--- src/rtl/egm_pkg.sv ---
// egm_pkg: shared FSM state type, timing constants and a saturating-add helper
// used by egm_multi_channel and egm_channel.
package egm_pkg;

    typedef enum logic [1:0] {
        IDLE,
        HIGH,
        LOW,
        DONE
    } egm_state_e;

    localparam int SYNC_STAGES = 2;
    localparam int MIN_PERIOD  = 4;
    localparam int SAT_W       = 64;

    // Adds a and b, clamping the result to the largest w-bit value (w <= SAT_W).
    function automatic logic [SAT_W-1:0] sat_add(input logic [SAT_W-1:0] a,
                                                 input logic [SAT_W-1:0] b,
                                                 input int unsigned      w);
        logic [SAT_W:0] sum;
        logic [SAT_W:0] lim;
        sum = {1'b0, a} + {1'b0, b};
        lim = ((SAT_W+1)'(1) << w) - (SAT_W+1)'(1);
        return (sum > lim) ? lim[SAT_W-1:0] : sum[SAT_W-1:0];
    endfunction

endpackage

--- src/rtl/egm_channel.sv ---
// egm_channel: one response channel -- synchroniser, edge detector, latency
// counter and statistics. Max-latency register exists only with EGM_MAX_LAT_EN.
module egm_channel
    import egm_pkg::*;
#(
    parameter int CNT_W = 16,
    parameter int SUM_W = 32
) (
    input  logic             clkin_50,
    input  logic             rst,
    input  logic             en,
    input  logic             clear,
    input  logic             run_active,
    input  logic             pulse_start,
    input  logic             period_end,
    input  logic             response,
    output logic [SUM_W-1:0] lat_sum,
    output logic [15:0]      miss_cnt
`ifdef EGM_MAX_LAT_EN
    ,
    output logic [CNT_W-1:0] lat_max
`endif
);

    logic [SYNC_STAGES-1:0] sync_q, sync_d;
    logic                   prev_q, prev_d;
    logic                   armed_q, armed_d;
    logic [CNT_W-1:0]       lat_q, lat_d;
    logic [SUM_W-1:0]       sum_q, sum_d;
    logic [15:0]            miss_q, miss_d;
    logic [CNT_W-1:0]       hit_lat;
    logic                   rise;
`ifdef EGM_MAX_LAT_EN
    logic [CNT_W-1:0]       max_q, max_d;
`endif

    assign rise = sync_q[SYNC_STAGES-1] & ~prev_q;
    // lat_q lags the stimulus by the arming cycle; the synchroniser delay is
    // folded in so the reported latency is true delay + SYNC_STAGES.
    assign hit_lat = CNT_W'(sat_add(SAT_W'(lat_q), SAT_W'(SYNC_STAGES), CNT_W));

    always_comb begin
        sync_d  = {sync_q[SYNC_STAGES-2:0], response};
        prev_d  = sync_q[SYNC_STAGES-1];
        armed_d = armed_q;
        lat_d   = lat_q;
        sum_d   = sum_q;
        miss_d  = miss_q;
`ifdef EGM_MAX_LAT_EN
        max_d   = max_q;
`endif
        if (clear) begin
            armed_d = 1'b0;
            lat_d   = '0;
            sum_d   = '0;
            miss_d  = '0;
`ifdef EGM_MAX_LAT_EN
            max_d   = '0;
`endif
        end else if (!en || !run_active) begin
            armed_d = 1'b0;
        end else if (pulse_start) begin
            armed_d = 1'b1;
            lat_d   = '0;
        end else if (armed_q) begin
            lat_d = (lat_q == '1) ? lat_q : lat_q + CNT_W'(1);
            // A hit wins over period_end when both land in the same cycle.
            if (rise) begin
                armed_d = 1'b0;
                sum_d   = SUM_W'(sat_add(SAT_W'(sum_q), SAT_W'(hit_lat), SUM_W));
`ifdef EGM_MAX_LAT_EN
                if (hit_lat > max_q) max_d = hit_lat;
`endif
            end else if (period_end) begin
                armed_d = 1'b0;
                miss_d  = (miss_q == 16'hFFFF) ? miss_q : miss_q + 16'd1;
            end
        end
    end

    // NOTE: sequential state uses non-blocking assignments only, so every flop
    // samples the pre-edge values computed in always_comb.
    always_ff @(posedge clkin_50 or posedge rst) begin
        if (rst) begin
            sync_q  <= '0;
            prev_q  <= 1'b0;
            armed_q <= 1'b0;
            lat_q   <= '0;
            sum_q   <= '0;
            miss_q  <= '0;
`ifdef EGM_MAX_LAT_EN
            max_q   <= '0;
`endif
        end else begin
            sync_q  <= sync_d;
            prev_q  <= prev_d;
            armed_q <= armed_d;
            lat_q   <= lat_d;
            sum_q   <= sum_d;
            miss_q  <= miss_d;
`ifdef EGM_MAX_LAT_EN
            max_q   <= max_d;
`endif
        end
    end

    assign lat_sum  = sum_q;
    assign miss_cnt = miss_q;
`ifdef EGM_MAX_LAT_EN
    assign lat_max  = max_q;
`endif

endmodule

--- src/rtl/egm_multi_channel.sv ---
// egm_multi_channel: pulse-train FSM broadcasting one stimulus to NUM_CH
// response channels. Define EGM_MAX_LAT_EN to add the per-channel lat_max port.
module egm_multi_channel
    import egm_pkg::*;
#(
    parameter int NUM_CH = 4,
    parameter int CNT_W  = 16,
    parameter int SUM_W  = 32
) (
    input  logic                    clkin_50,
    input  logic                    rst,
    input  logic                    start,
    input  logic                    abort,
    input  logic [NUM_CH-1:0]       ch_en,
    input  logic [CNT_W-1:0]        period,
    input  logic [CNT_W-1:0]        width,
    input  logic [15:0]             pulses,
    output logic [NUM_CH-1:0]       stimulus,
    input  logic [NUM_CH-1:0]       response,
    output logic                    busy,
    output logic                    done,
    output logic [15:0]             pulses_sent,
    output logic [NUM_CH*SUM_W-1:0] lat_sum,
    output logic [NUM_CH*16-1:0]    miss_cnt
`ifdef EGM_MAX_LAT_EN
    ,
    output logic [NUM_CH*CNT_W-1:0] lat_max
`endif
);

    egm_state_e        state_q, state_d;
    logic [CNT_W-1:0]  phase_q, phase_d;
    logic [CNT_W-1:0]  period_q, period_d;
    logic [CNT_W-1:0]  width_q, width_d;
    logic [15:0]       pulses_q, pulses_d;
    logic [15:0]       sent_q, sent_d;
    logic [NUM_CH-1:0] en_q, en_d;
    logic [NUM_CH-1:0] stim_q, stim_d;
    logic [CNT_W-1:0]  period_c, width_c;
    logic              clear, pulse_start, period_end, run_active;

    assign run_active  = (state_q == HIGH) || (state_q == LOW);
    assign pulse_start = (state_q == HIGH) && (phase_q == '0);
    // An abort suppresses the period_end strobe so no miss is booked for it.
    assign period_end  = (state_q == LOW) && (phase_q == period_q - CNT_W'(1)) && !abort;

    // NOTE: every signal assigned in always_comb gets a default first, so no
    // path leaves it unassigned and no latch is inferred.
    always_comb begin
        state_d  = state_q;
        phase_d  = phase_q;
        period_d = period_q;
        width_d  = width_q;
        pulses_d = pulses_q;
        sent_d   = sent_q;
        en_d     = en_q;
        clear    = 1'b0;

        period_c = (period < CNT_W'(MIN_PERIOD)) ? CNT_W'(MIN_PERIOD) : period;
        if (width == '0)            width_c = CNT_W'(1);
        else if (width >= period_c) width_c = period_c - CNT_W'(1);
        else                        width_c = width;

        case (state_q)
            IDLE: if (start) begin
                clear    = 1'b1;
                period_d = period_c;
                width_d  = width_c;
                pulses_d = pulses;
                en_d     = ch_en;
                sent_d   = '0;
                phase_d  = '0;
                state_d  = (pulses == '0) ? DONE : HIGH;
            end
            HIGH: begin
                if (phase_q == '0) sent_d = sent_q + 16'd1;
                phase_d = phase_q + CNT_W'(1);
                if (phase_q == width_q - CNT_W'(1)) state_d = LOW;
            end
            LOW: begin
                phase_d = phase_q + CNT_W'(1);
                if (phase_q == period_q - CNT_W'(1)) begin
                    phase_d = '0;
                    state_d = (sent_q == pulses_q) ? DONE : HIGH;
                end
            end
            DONE:    state_d = IDLE;
            default: state_d = IDLE;
        endcase

        if (abort && run_active) state_d = DONE;

        stim_d = (state_d == HIGH) ? en_d : '0;
    end

    always_ff @(posedge clkin_50 or posedge rst) begin
        if (rst) begin
            state_q  <= IDLE;
            phase_q  <= '0;
            period_q <= '0;
            width_q  <= '0;
            pulses_q <= '0;
            sent_q   <= '0;
            en_q     <= '0;
            stim_q   <= '0;
        end else begin
            state_q  <= state_d;
            phase_q  <= phase_d;
            period_q <= period_d;
            width_q  <= width_d;
            pulses_q <= pulses_d;
            sent_q   <= sent_d;
            en_q     <= en_d;
            stim_q   <= stim_d;
        end
    end

    assign stimulus    = stim_q;
    assign busy        = run_active;
    assign done        = (state_q == DONE);
    assign pulses_sent = sent_q;

    for (genvar i = 0; i < NUM_CH; i++) begin : g_ch
        egm_channel #(
            .CNT_W(CNT_W),
            .SUM_W(SUM_W)
        ) u_ch (
            .clkin_50   (clkin_50),
            .rst        (rst),
            .en         (en_q[i]),
            .clear      (clear),
            .run_active (run_active),
            .pulse_start(pulse_start),
            .period_end (period_end),
            .response   (response[i]),
            .lat_sum    (lat_sum[i*SUM_W +: SUM_W]),
            .miss_cnt   (miss_cnt[i*16 +: 16])
`ifdef EGM_MAX_LAT_EN
            ,
            .lat_max    (lat_max[i*CNT_W +: CNT_W])
`endif
        );
    end

endmodule

--- config.mk ---
export PLATFORM = sky130hd
export DESIGN_NAME = egm_multi_channel
export DESIGN_NICKNAME = d
export VERILOG_FILES = /design/src/rtl/egm_pkg.sv /design/src/rtl/egm_channel.sv /design/src/rtl/egm_multi_channel.sv
export SDC_FILE = /design/constraint.sdc
export NUM_CORES = 1
export LEC_CHECK = 0
export BUFFER_PORTS_ARGS = -buffer_cell sky130_fd_sc_hd__buf_2
export CAP_MARGIN = 0
export CORE_ASPECT_RATIO = 0.75
export CORE_UTILIZATION = 30
export CTS_CLUSTER_DIAMETER = 40
export DETAILED_ROUTE_END_ITERATION = 10
export RECOVER_POWER = 100
export SYNTH_ARGS = -nofsm -noshare
export SYNTH_HDL_FRONTEND = slang
export SYNTH_HIERARCHICAL = 1
export SYNTH_SLANG_ARGS = --single-unit
--- constraint.sdc ---
create_clock -name clkin_50 -period 5.4 [get_ports clkin_50]
set_input_delay 0.27 -clock clkin_50 [delete_from_list [all_inputs] [get_ports clkin_50]]
set_output_delay 0.27 -clock clkin_50 [all_outputs]
set_load 0.005 [all_outputs]
==> results of run 1 <==
## metrics by stage
stage	util, %	worst slack (ns)	total power [mW]	cells	hold WS, ns
after floorplan	-	1.03	5.21	2747	0.301
after global placement	33.5	0.800	5.99	3965	0.333
after detailed placement	33.5	0.603	6.02	3965	0.335
after CTS	36.9	0.575	10.4	4122	0.000120
after global routing	36.5	0.138	10.8	4122	0.0343
final	36.5	0.429	10.2	4122	0.0419
## layout make-up
cell class / count / area, sq um / share of cell area (%)
multi-input combinational: 2158 / 14200 / 48.9
tap: 1046 / 1310 / 4.52
timing repair buffer: 339 / 1750 / 6.04
clock buffer: 88 / 1910 / 6.59
inverter: 96 / 365 / 1.26
clock inverter: 33 / 392 / 1.35
sequential: 362 / 9060 / 31.3
## critical path: cells and delay by family (launching register included)
family          cells  cell delay (ns)
flops               1             0.42
fa+ha+maj           2             0.65
buf+inv             2             0.44
simple gates        7             1.44
xor+xnor            1             0.16
compound gates      6             1.72
## worst max-delay path by stage
stage | cells past startpoint | to
after detailed placement | 19 | g_ch[2].u_ch/lat_sum[3]
after global routing | 15 | g_ch[2].u_ch/miss_cnt[14]
final | 18 | g_ch[2].u_ch/lat_sum[17]
after floorplan | 16 | g_ch[2].u_ch/miss_cnt[14]
after CTS | 19 | g_ch[2].u_ch/lat_sum[8]
after global placement | 19 | g_ch[2].u_ch/lat_sum[17]
## power by group through the flow
| stage | clock [mW] | sequential (mW) | combinational [mW] |
|---|---|---|---|
| final | 4.27 | 3.45 | 2.46 |
| after global routing | 4.51 | 3.51 | 2.79 |
| after global placement | 0 | 3.48 | 2.50 |
| after CTS | 4.39 | 3.45 | 2.56 |
| after detailed placement | 0 | 3.49 | 2.53 |
| after floorplan | 0 | 3.31 | 1.89 |
## sequential cells by signal, summed over array words and instances (netlist names)
name	count
en_q	4
g_ch.u_ch/armed_q	4
g_ch.u_ch/lat_q	64
g_ch.u_ch/lat_sum	128
g_ch.u_ch/miss_cnt	64
g_ch.u_ch/prev_q	4
g_ch.u_ch/sync_q	8
period_q	16
phase_q	16
pulses_q	16
pulses_sent	16
state_q	2
stimulus	4
width_q	16
## placed cells by master, fill, tap and decap left out, drive strengths merged, types with 19 or more instances in the layout
cell type,instances
dfrtp,362
dlygate4sd3,36
xnor2,171
a311oi,39
clkinv,21
a21oi,166
nor3b,25
mux2i,23
nand2b,28
nand4,50
mux2,22
nand2,230
and4,26
inv,96
clkbuf,222
o21a,25
xor2,103
ha,123
and2,24
a21o,27
o21ai,175
or3,26
o211ai,19
and3,77
nor2,273
nor3,80
a211oi,38
buf,169
nand3,92
a31oi,58
nor4,37
## kinds of logic (layout without fill, tap and decap cells)
group / Yosys count / after routing / synth area share (%)
AND/OR/NAND/NOR: 1040 / 1040 / 22.0
AO/OA/AOI/OAI: 672 / 672 / 18.3
flip-flops: 362 / 362 / 37.3
XOR/XNOR: 274 / 274 / 9.88
buffers and inverters: 227 / 556 / 3.92
adder cells (fa/ha/maj): 127 / 127 / 6.66
multiplexers: 45 / 45 / 1.97
## layer usage
metal  GRT usage, %  vias to the layer above  share of wire [%]
li1               -                    10600                  -
met1           26.0                    10300                 50
met2           24.5                      497                 42
met3           3.33                       96                5.6
met4           4.48                        0                1.9
met5              0                        -                  0
==> results.yml, run 1 <==
finish:
  diodes: 0
  syn_to_final_growth_pct: 19.1
  num-fill-cells: 8185
  drive_gt1_share_pct: 11.6
  design_area_sq_um: 29000
  nNetsFinal: 3212
critical_path:
  reg2reg_from: "g_ch[2].u_ch/lat_q[2]"
  rr_worst_depth: 18
  path_class: "register to register"
  cp_max_fo: 17
  start_kind: "register"
  path_cells: "ha_1, and4_1, and4_1, and3_1, xnor2_1, nor4_1, a21boi_2, o21ai_0, ha_1, o211ai_2, a211oi_2, nor2_1, o41ai_1, buf_4, nor3b_4, nor2b_1, buf_4, a221oi_1"
  reg2reg_slack_ns: 0.43
  cp.required_ns: 5.88
  cpPeakStageDelay_ns: 0.45
  worstSetupEndpointType: "register"
  cp-startpoint: "g_ch[2].u_ch/lat_q[2]"
  slowest_stage: "o41ai_1"
  r2r_end: "g_ch[2].u_ch/lat_sum[17]"
  cp.arrival_ns: 5.46
route:
  wl_per_cell_microns: 17.2
  antenna_left: 0
  drt_drc_violations_left: 0
  first_iter_violations: 1581
  drt-vias-per-instance: 5.20
  wl_mm: 70.7
  dr.pass1.iters: 5
  vias: 21400
synthesis:
  syn-cell-area_sq_um: 24300
  ys_types: 106
  yosys_warnings: 6
  ys.flop_type: "dfrtp_1"
  synth_top_area_cell: "dfrtp_1"
  synth-edff-count: 0
  synth_common_cells: "dfrtp_1, nor2_1, nand2_1"
  ys_seq_area_share_pct: 37.3
  ys_async_sr_fraction_pct: 100
  yosysTopAreaCellShare_pct: 37.3
  syn-mean-instance-area_sq_um: 8.85
  synth_seq_cells: 362
  syn_nets: 2934
  synth.area.top_cells: "dfrtp_1, ha_1, xnor2_1"
  synthCells: 2747
  yosysMostFrequentCell: "dfrtp_1"
power:
  leakagePower_nw: 12.8
  p_sw_mw: 3.52
  p_comb_share_pct: 24.2
  p_int_mw: 6.66
  clockPowerShare_pct: 42.0
  swShare_pct: 34.6
  p_per_area_nw_per_um2: 351
  ir_drop_uv: 201
  pwr-share-seq_pct: 33.9
floorplan:
  io_pins: 274
  die_w_microns: 331
  floorplan.core_area_sq_um: 79400
  start_util_pct: 30.6
  rows: 89
  fp.dieH_microns: 248
  die_area_sq_um: 82200
placement:
  gp_congestion: 0.893
  place_area_sq_um: 26600
  portBuffers: 273
  hpwl_mm: 51.4
run_status:
  status: "complete, but fails checks"
  violations: "capacitance limit, slew limit"
global_routing:
  antenna_found_initial: 1
  grt_overflow: 0
  grt_max_degree: 69
  grt_pass1_wl_mm: 115
  grt_use_total_pct: 17.2
  grt_pass1_vias: 20400
run:
  drv_cap: 10
timing:
  finClkSkew_ns: 0.0209
  worst_slew_pin_slew_ns: 3.87
  tns_ns: 0
  max_slew_margin_pct: -158
  finalHoldViolCount: 0
  finalCritPeriodShare_pct: 92.1
  rsz0062_at_grt: "no"
  finalCriticalPeriod_ns: 4.97
  setup_violations: 0
  finalMaxSlewViolations: 479
  fmax_mhz: 201
clocking:
  clk_path_buf_depth: 3
  cts_max_level: 3
  ctsHoldBuffers: 36
  post_cts_buffers: 0
  cts_tree: "yes"
  post_cts_resized: 0
  cts_buffers: 68
  clock_sinks: 362
  cts-root-buf: "clkbuf_16"
  clk_latency_ns: 0.60
  path_clk_slew_ns: 0.05
worst_hold_path:
  hold_depth: 3
  hold_class: "input pin to register"
  min_from: "width[2]"
  hold_path_end: "width_q[2]"
Note: power is estimated with default switching activity, not from simulation.
==> run 2: changes to the inputs <==
==> constraint.sdc (replaced) <==
create_clock -name clkin_50 -period 5.4 [get_ports clkin_50]
set_input_delay 0 -clock clkin_50 [delete_from_list [all_inputs] [get_ports clkin_50]]
set_output_delay 0 -clock clkin_50 [all_outputs]
set_load 0.005 [all_outputs]
==> run 2 against run 1 <==
Effect of this change: largest power group unchanged; via count increased by 1.1%; highest routed layer unchanged; critical endpoint is now g_ch[2].u_ch/lat_sum[25]; register-to-register slack improved by 0.03 ns; the flow still finishes with violations (capacitance limit, slew limit); sequential power about the same; first-iteration DRC count increased by 6.0%.
==> results.yml, run 2 (synthesis gave the netlist of run 1 again) <==
critical_path:
  cp_max_fo: 12
  cp-startpoint: "g_ch[2].u_ch/lat_q[1]"
  reg2reg_from: "g_ch[2].u_ch/lat_q[1]"
  cp.arrival_ns: 5.41
  start_kind: "register"
  critical_path_depth: 18
  reg2reg_slack_ns: 0.46
  rr_worst_depth: 18
  cpPeakStageDelay_ns: 0.42
  crit_family: "compound AO/OA/AOI/OAI gates"
  r2r_end: "g_ch[2].u_ch/lat_sum[25]"
  cp.required_ns: 5.87
  endpoint: "g_ch[2].u_ch/lat_sum[25]"
  worstSetupEndpointType: "register"
  path_class: "register to register"
  critical_path_buf_inv_count: 2
  path_cells: "ha_1, and4_1, and4_1, and3_1, xnor2_1, nor4_1, a21boi_2, o21ai_0, ha_1, o211ai_2, a211oi_2, nor2_1, o41ai_1, buf_4, nor3b_4, buf_4, o21ai_1, a221oi_1"
  slowest_stage: "dfrtp_1"
timing:
  tns_ns: 0
  finalMaxSlewViolations: 509
  worst_slew_pin_slew_ns: 3.89
  rsz0062_at_grt: "no"
  max_slew_margin_pct: -159
  finClkSkew_ns: 0.0269
  finalCriticalPeriod_ns: 4.94
  finalCritPeriodShare_pct: 91.5
  hold-worst-slack_ns: 0.0672
  setup_violations: 0
  fmax_mhz: 202
  finalHoldViolCount: 0
finish:
  fin_cells: 4154
  drive_gt1_share_pct: 11.3
  nNetsFinal: 3243
  final_common_cell: "dfrtp_1"
  final_cell_mix: "dfrtp_1, nor2_1, nand2_1, xnor2_1, o21ai_0"
  diodes: 0
  fin_util_pct: 36.9
  largest_register_ffs: 128
  syn_to_final_growth_pct: 20.6
route:
  drt_drc_violations_left: 0
  dr.pass1.iters: 7
  wl_per_cell_microns: 17.2
  first_iter_violations: 1676
  drt-vias-per-instance: 5.22
  wl_mm: 71.5
  antenna_left: 0
  vias: 21700
global_routing:
  grt_pass1_vias: 20500
  grt_overflow: 0
  grt_max_degree: 69
  grt_use_total_pct: 17.2
  grt_pass1_wl_mm: 115
  antenna_found_initial: 0
floorplan:
  fp.dieH_microns: 248
  die_area_sq_um: 82200
  die_w_microns: 331
  floorplan.core_area_sq_um: 79400
  start_util_pct: 30.6
  io_pins: 274
  rows: 89
run_status:
  status: "complete, but fails checks"
  violations: "capacitance limit, slew limit"
power:
  leakagePower_nw: 12.9
  p_total_mw: 10.3
  p_per_area_nw_per_um2: 352
  ir_drop_uv: 196
placement:
  portBuffers: 273
  dp_cells: 3964
  hpwl_mm: 51.4
  gp_congestion: 0.893
clocking:
  cts_tree: "yes"
  cts_buffers: 67
  clock_sinks: 362
  cts_max_level: 3
  post_cts_buffers: 0
  post_cts_resized: 0
  cts-root-buf: "clkbuf_16"
  clk_latency_ns: 0.60
  clk_path_buf_depth: 3
  path_clk_slew_ns: 0.05
worst_hold_path:
  min_from: "abort"
  hold_class: "input pin to register"
run:
  drv_cap: 10
## run 2: how the worst min path moves through the flow
stage               cells after the start                endpoint
finish                                  6    g_ch[3].u_ch/armed_q
global route                            2  g_ch[0].u_ch/sync_q[0]
CTS                                     6    g_ch[3].u_ch/armed_q
detailed placement                      1  g_ch[1].u_ch/sync_q[0]
global placement                        1  g_ch[1].u_ch/sync_q[0]
floorplan                               0  g_ch[0].u_ch/sync_q[0]
## run 2: layer usage
| layer | share of wire [%] | vias to the layer above | track usage (%) | wire length, microns |
|---|---|---|---|---|
| met5 | 0 | - | 0 | 0 |
| met4 | 2.0 | 0 | 4.48 | 1450 |
| met3 | 5.6 | 111 | 3.53 | 3970 |
| met2 | 43 | 532 | 24.8 | 30500 |
| met1 | 50 | 10400 | 25.7 | 35700 |
| li1 | - | 10600 | - | - |
## run 2: through the flow
step | setup slack (ns) | area, sq um
floorplan | 1.03 | 24300
global placement | 0.799 | 26600
detailed placement | 0.656 | 26600
CTS | 0.626 | 29700
global route | 0.148 | 29300
finish | 0.458 | 29300
## run 2: timing repair
| item | CTS | global route |
|---|---|---|
| endpoints found under the hold margin | 379 | 0 |
| endpoints found under the setup margin | 0 | 0 |
| hold buffers | 69 | 0 |
## run 2: worst reg2reg max path, cell delays in order (launching register included)
cell      delay [ns]
dfrtp_1         0.42
ha_1            0.27
and4_1          0.40
and4_1          0.30
and3_1          0.23
xnor2_1         0.16
nor4_1          0.09
a21boi_2        0.41
o21ai_0         0.25
ha_1            0.38
o211ai_2        0.11
a211oi_2        0.24
nor2_1          0.11
o41ai_1         0.42
buf_4           0.22
nor3b_4         0.19
buf_4           0.22
o21ai_1         0.09
a221oi_1        0.31
## run 2: final cells by class
| cell class | count | area (sq um) |
|---|---|---|
| Sequential cell | 362 | 9060 |
| Clock inverter | 42 | 513 |
| Fill cell | 8128 | 50100 |
| Inverter | 96 | 365 |
| Tap cell | 1046 | 1310 |
| Timing Repair Buffer | 371 | 2060 |
| Clock buffer | 79 | 1840 |
| Multi-Input combinational cell | 2158 | 14200 |
## run 2: where the power goes
group	leakage (nW)	total [mW]	switching, mW	internal, mW
logic	6.88	2.51	1.55	0.954
clock network	1.13	4.37	1.53	2.84
registers	4.93	3.46	0.433	3.02
total	12.9	10.3	3.51	6.82
==> run 3: changes to the inputs <==
--- a/config.mk
+++ b/config.mk
@@ -8,9 +8,10 @@
 export BUFFER_PORTS_ARGS = -buffer_cell sky130_fd_sc_hd__buf_2
 export CAP_MARGIN = 0
 export CORE_ASPECT_RATIO = 0.75
-export CORE_UTILIZATION = 30
+export CORE_UTILIZATION = 55
 export CTS_CLUSTER_DIAMETER = 40
 export DETAILED_ROUTE_END_ITERATION = 10
+export PLACE_DENSITY = 0.76
 export RECOVER_POWER = 100
 export SYNTH_ARGS = -nofsm -noshare
 export SYNTH_HDL_FRONTEND = slang
==> run 3 against run 2 <==
Effect of this change: count of clock-buffer cells in the layout is 27 lower; worst hold slack gained 0.00057 ns; sequential share of layout area up 1.6 points; the run still ends with capacitance limit, slew limit left; sequential power hardly changed; non-clock buffer count down 11.
==> results.yml, run 3 (synthesis gave the netlist of run 1 again) <==
finish:
  nNetsFinal: 3211
  syn_to_final_growth_pct: 14.6
  final_cell_mix: "dfrtp_1, nor2_1, nand2_1, o21ai_0, xnor2_1"
  design_area_sq_um: 27800
  drive_gt1_share_pct: 9.13
  largest_register_ffs: 128
  diodes: 0
  final_common_cell: "dfrtp_1"
critical_path:
  cp_max_fo: 21
  cp.required_ns: 5.83
  slowest_stage: "a21bo_1"
  cp.arrival_ns: 5.37
  cpPeakStageDelay_ns: 0.68
  cp_common_cell: "nand3_1"
  path_class: "register to register"
  path_cells: "ha_1, nand3_1, nor2_1, nand3_1, xnor2_1, nand3_1, o31a_1, nand2b_1, ha_1, fa_1, a211oi_1, nor3_1, o2111ai_1, a21bo_1, nand2_1, o22ai_1, nor2_1"
  start_kind: "register"
  worstSetupEndpointType: "register"
global_routing:
  grt_pass1_wl_mm: 109
  grt_overflow: 0
  antenna_found_initial: 0
  grt_pass1_vias: 21200
  grt_max_degree: 119
  grt_use_total_pct: 29.1
route:
  dr.pass1.iters: 6
  first_iter_violations: 1909
  wl_mm: 66.9
  wl_per_cell_microns: 18.4
  drt_drc_violations_left: 0
  antenna_left: 0
  vias: 22300
  drt-vias-per-instance: 6.14
timing:
  finalCriticalPeriod_ns: 4.94
  max_slew_margin_pct: -160
  setup_ws_ns: 0.456
  finalMaxSlewViolations: 404
  worst_slew_pin_slew_ns: 3.90
  tns_ns: 0
  finalHoldViolCount: 0
  rsz0062_at_grt: "no"
  finalCritPeriodShare_pct: 91.6
  fmax_mhz: 202
  finClkSkew_ns: 0.0176
  setup_violations: 0
clocking:
  cts_buffers: 46
  cts-root-buf: "clkbuf_16"
  clk_latency_ns: 0.58
  clk_path_buf_depth: 3
  cts_max_level: 2
  cts_tree: "yes"
  ctsHoldBuffers: 67
  clock_sinks: 362
  path_clk_slew_ns: 0.06
  post_cts_resized: 0
  post_cts_buffers: 0
placement:
  gp_congestion: 0.955
  hpwl_mm: 47.1
  portBuffers: 273
  place_area_sq_um: 26000
  dp_slack_ns: 0.627
floorplan:
  fp.dieH_microns: 184
  start_util_pct: 55.9
  rows: 66
  floorplan.core_area_sq_um: 43400
  die_area_sq_um: 45000
  io_pins: 274
  die_w_microns: 245
run_status:
  status: "complete, but fails checks"
  violations: "capacitance limit, slew limit"
power:
  ir_drop_uv: 259
  leakagePower_nw: 12.4
  p_per_area_nw_per_um2: 327
run:
  drv_cap: 6
worst_hold_path:
  hold_class: "input pin to register"
run 3: cell count changes in the layout (fill, tap and decap cells not counted), moves of 3 or more:
cell / change
o21ai_0: +3
clkinvlp_4: -5
clkbuf_1: +21
buf_2: -25
clkbuf_16: -23
clkinv_4: -6
buf_4: -7
bufinv_16: -3
run 3: report_power, final:
part | switching (mW) | internal (mW) | leakage (nW)
combinational | 1.52 | 0.960 | 6.70
clock | 1.28 | 1.89 | 0.769
sequential | 0.424 | 3.02 | 4.93
total | 3.23 | 5.87 | 12.4
run 3: path summary, 6_finish.rpt:
| check | cells after the start | endpoint | startpoint | slack, ns |
|---|---|---|---|---|
| setup reg to reg | 17 | g_ch[0].u_ch/lat_sum[10] | g_ch[0].u_ch/lat_q[1] | 0.46 |
| max in group asynchronous | 4 | g_ch[1].u_ch/lat_q[5] | rst | 1.55 |
| setup / recovery | 17 | g_ch[0].u_ch/lat_sum[10] | g_ch[0].u_ch/lat_q[1] | 0.46 |
| min in group asynchronous | 4 | pulses_q[12] | rst | 0.78 |
| hold reg to reg | 0 | g_ch[1].u_ch/sync_q[1] | g_ch[1].u_ch/sync_q[0] | 0.35 |
| hold / removal | 2 | g_ch[3].u_ch/sync_q[0] | response[3] | 0.07 |
run 3: final cells by class:
cell class              instances  area [sq um]
fillers                      3707         15600
multi-input cells            2158         14200
flip-flops and latches        362          9060
repair buffers                360          1970
clock buffers                  52          1220
well taps                     578           723
inverters                      96           369
clock inverters                29           339
run 3: worst max-delay path: cells and delay by family, from the launching register on:
kind                     cells  cell delay (ns)
AO/OA/AOI/OAI                5             1.82
AND/OR/NAND/NOR              8             1.34
adder cells (fa/ha/maj)      3             0.94
flip-flops                   1             0.50
XOR/XNOR                     1             0.19
run 3: per-layer routing:
metal	vias up	track usage [%]	share of wire, %
li1	10500	-	-
met1	10900	41.2	45
met2	774	45.3	45
met3	152	4.16	6.0
met4	0	10.5	3.3
met5	-	0	0
run 3: metrics by stage:
stage	instances	power, mW	utilization (%)	hold slack [ns]
4_1_cts	3635	9.17	64.9	0.0234
5_1_grt	3635	9.59	64.1	0.0492
3_3_place_gp	3487	5.79	59.8	0.0260
2_1_floorplan	2747	5.21	-	0.0314
3_5_place_dp	3487	5.91	59.8	0.0314
6_report	3635	9.10	64.1	0.0678
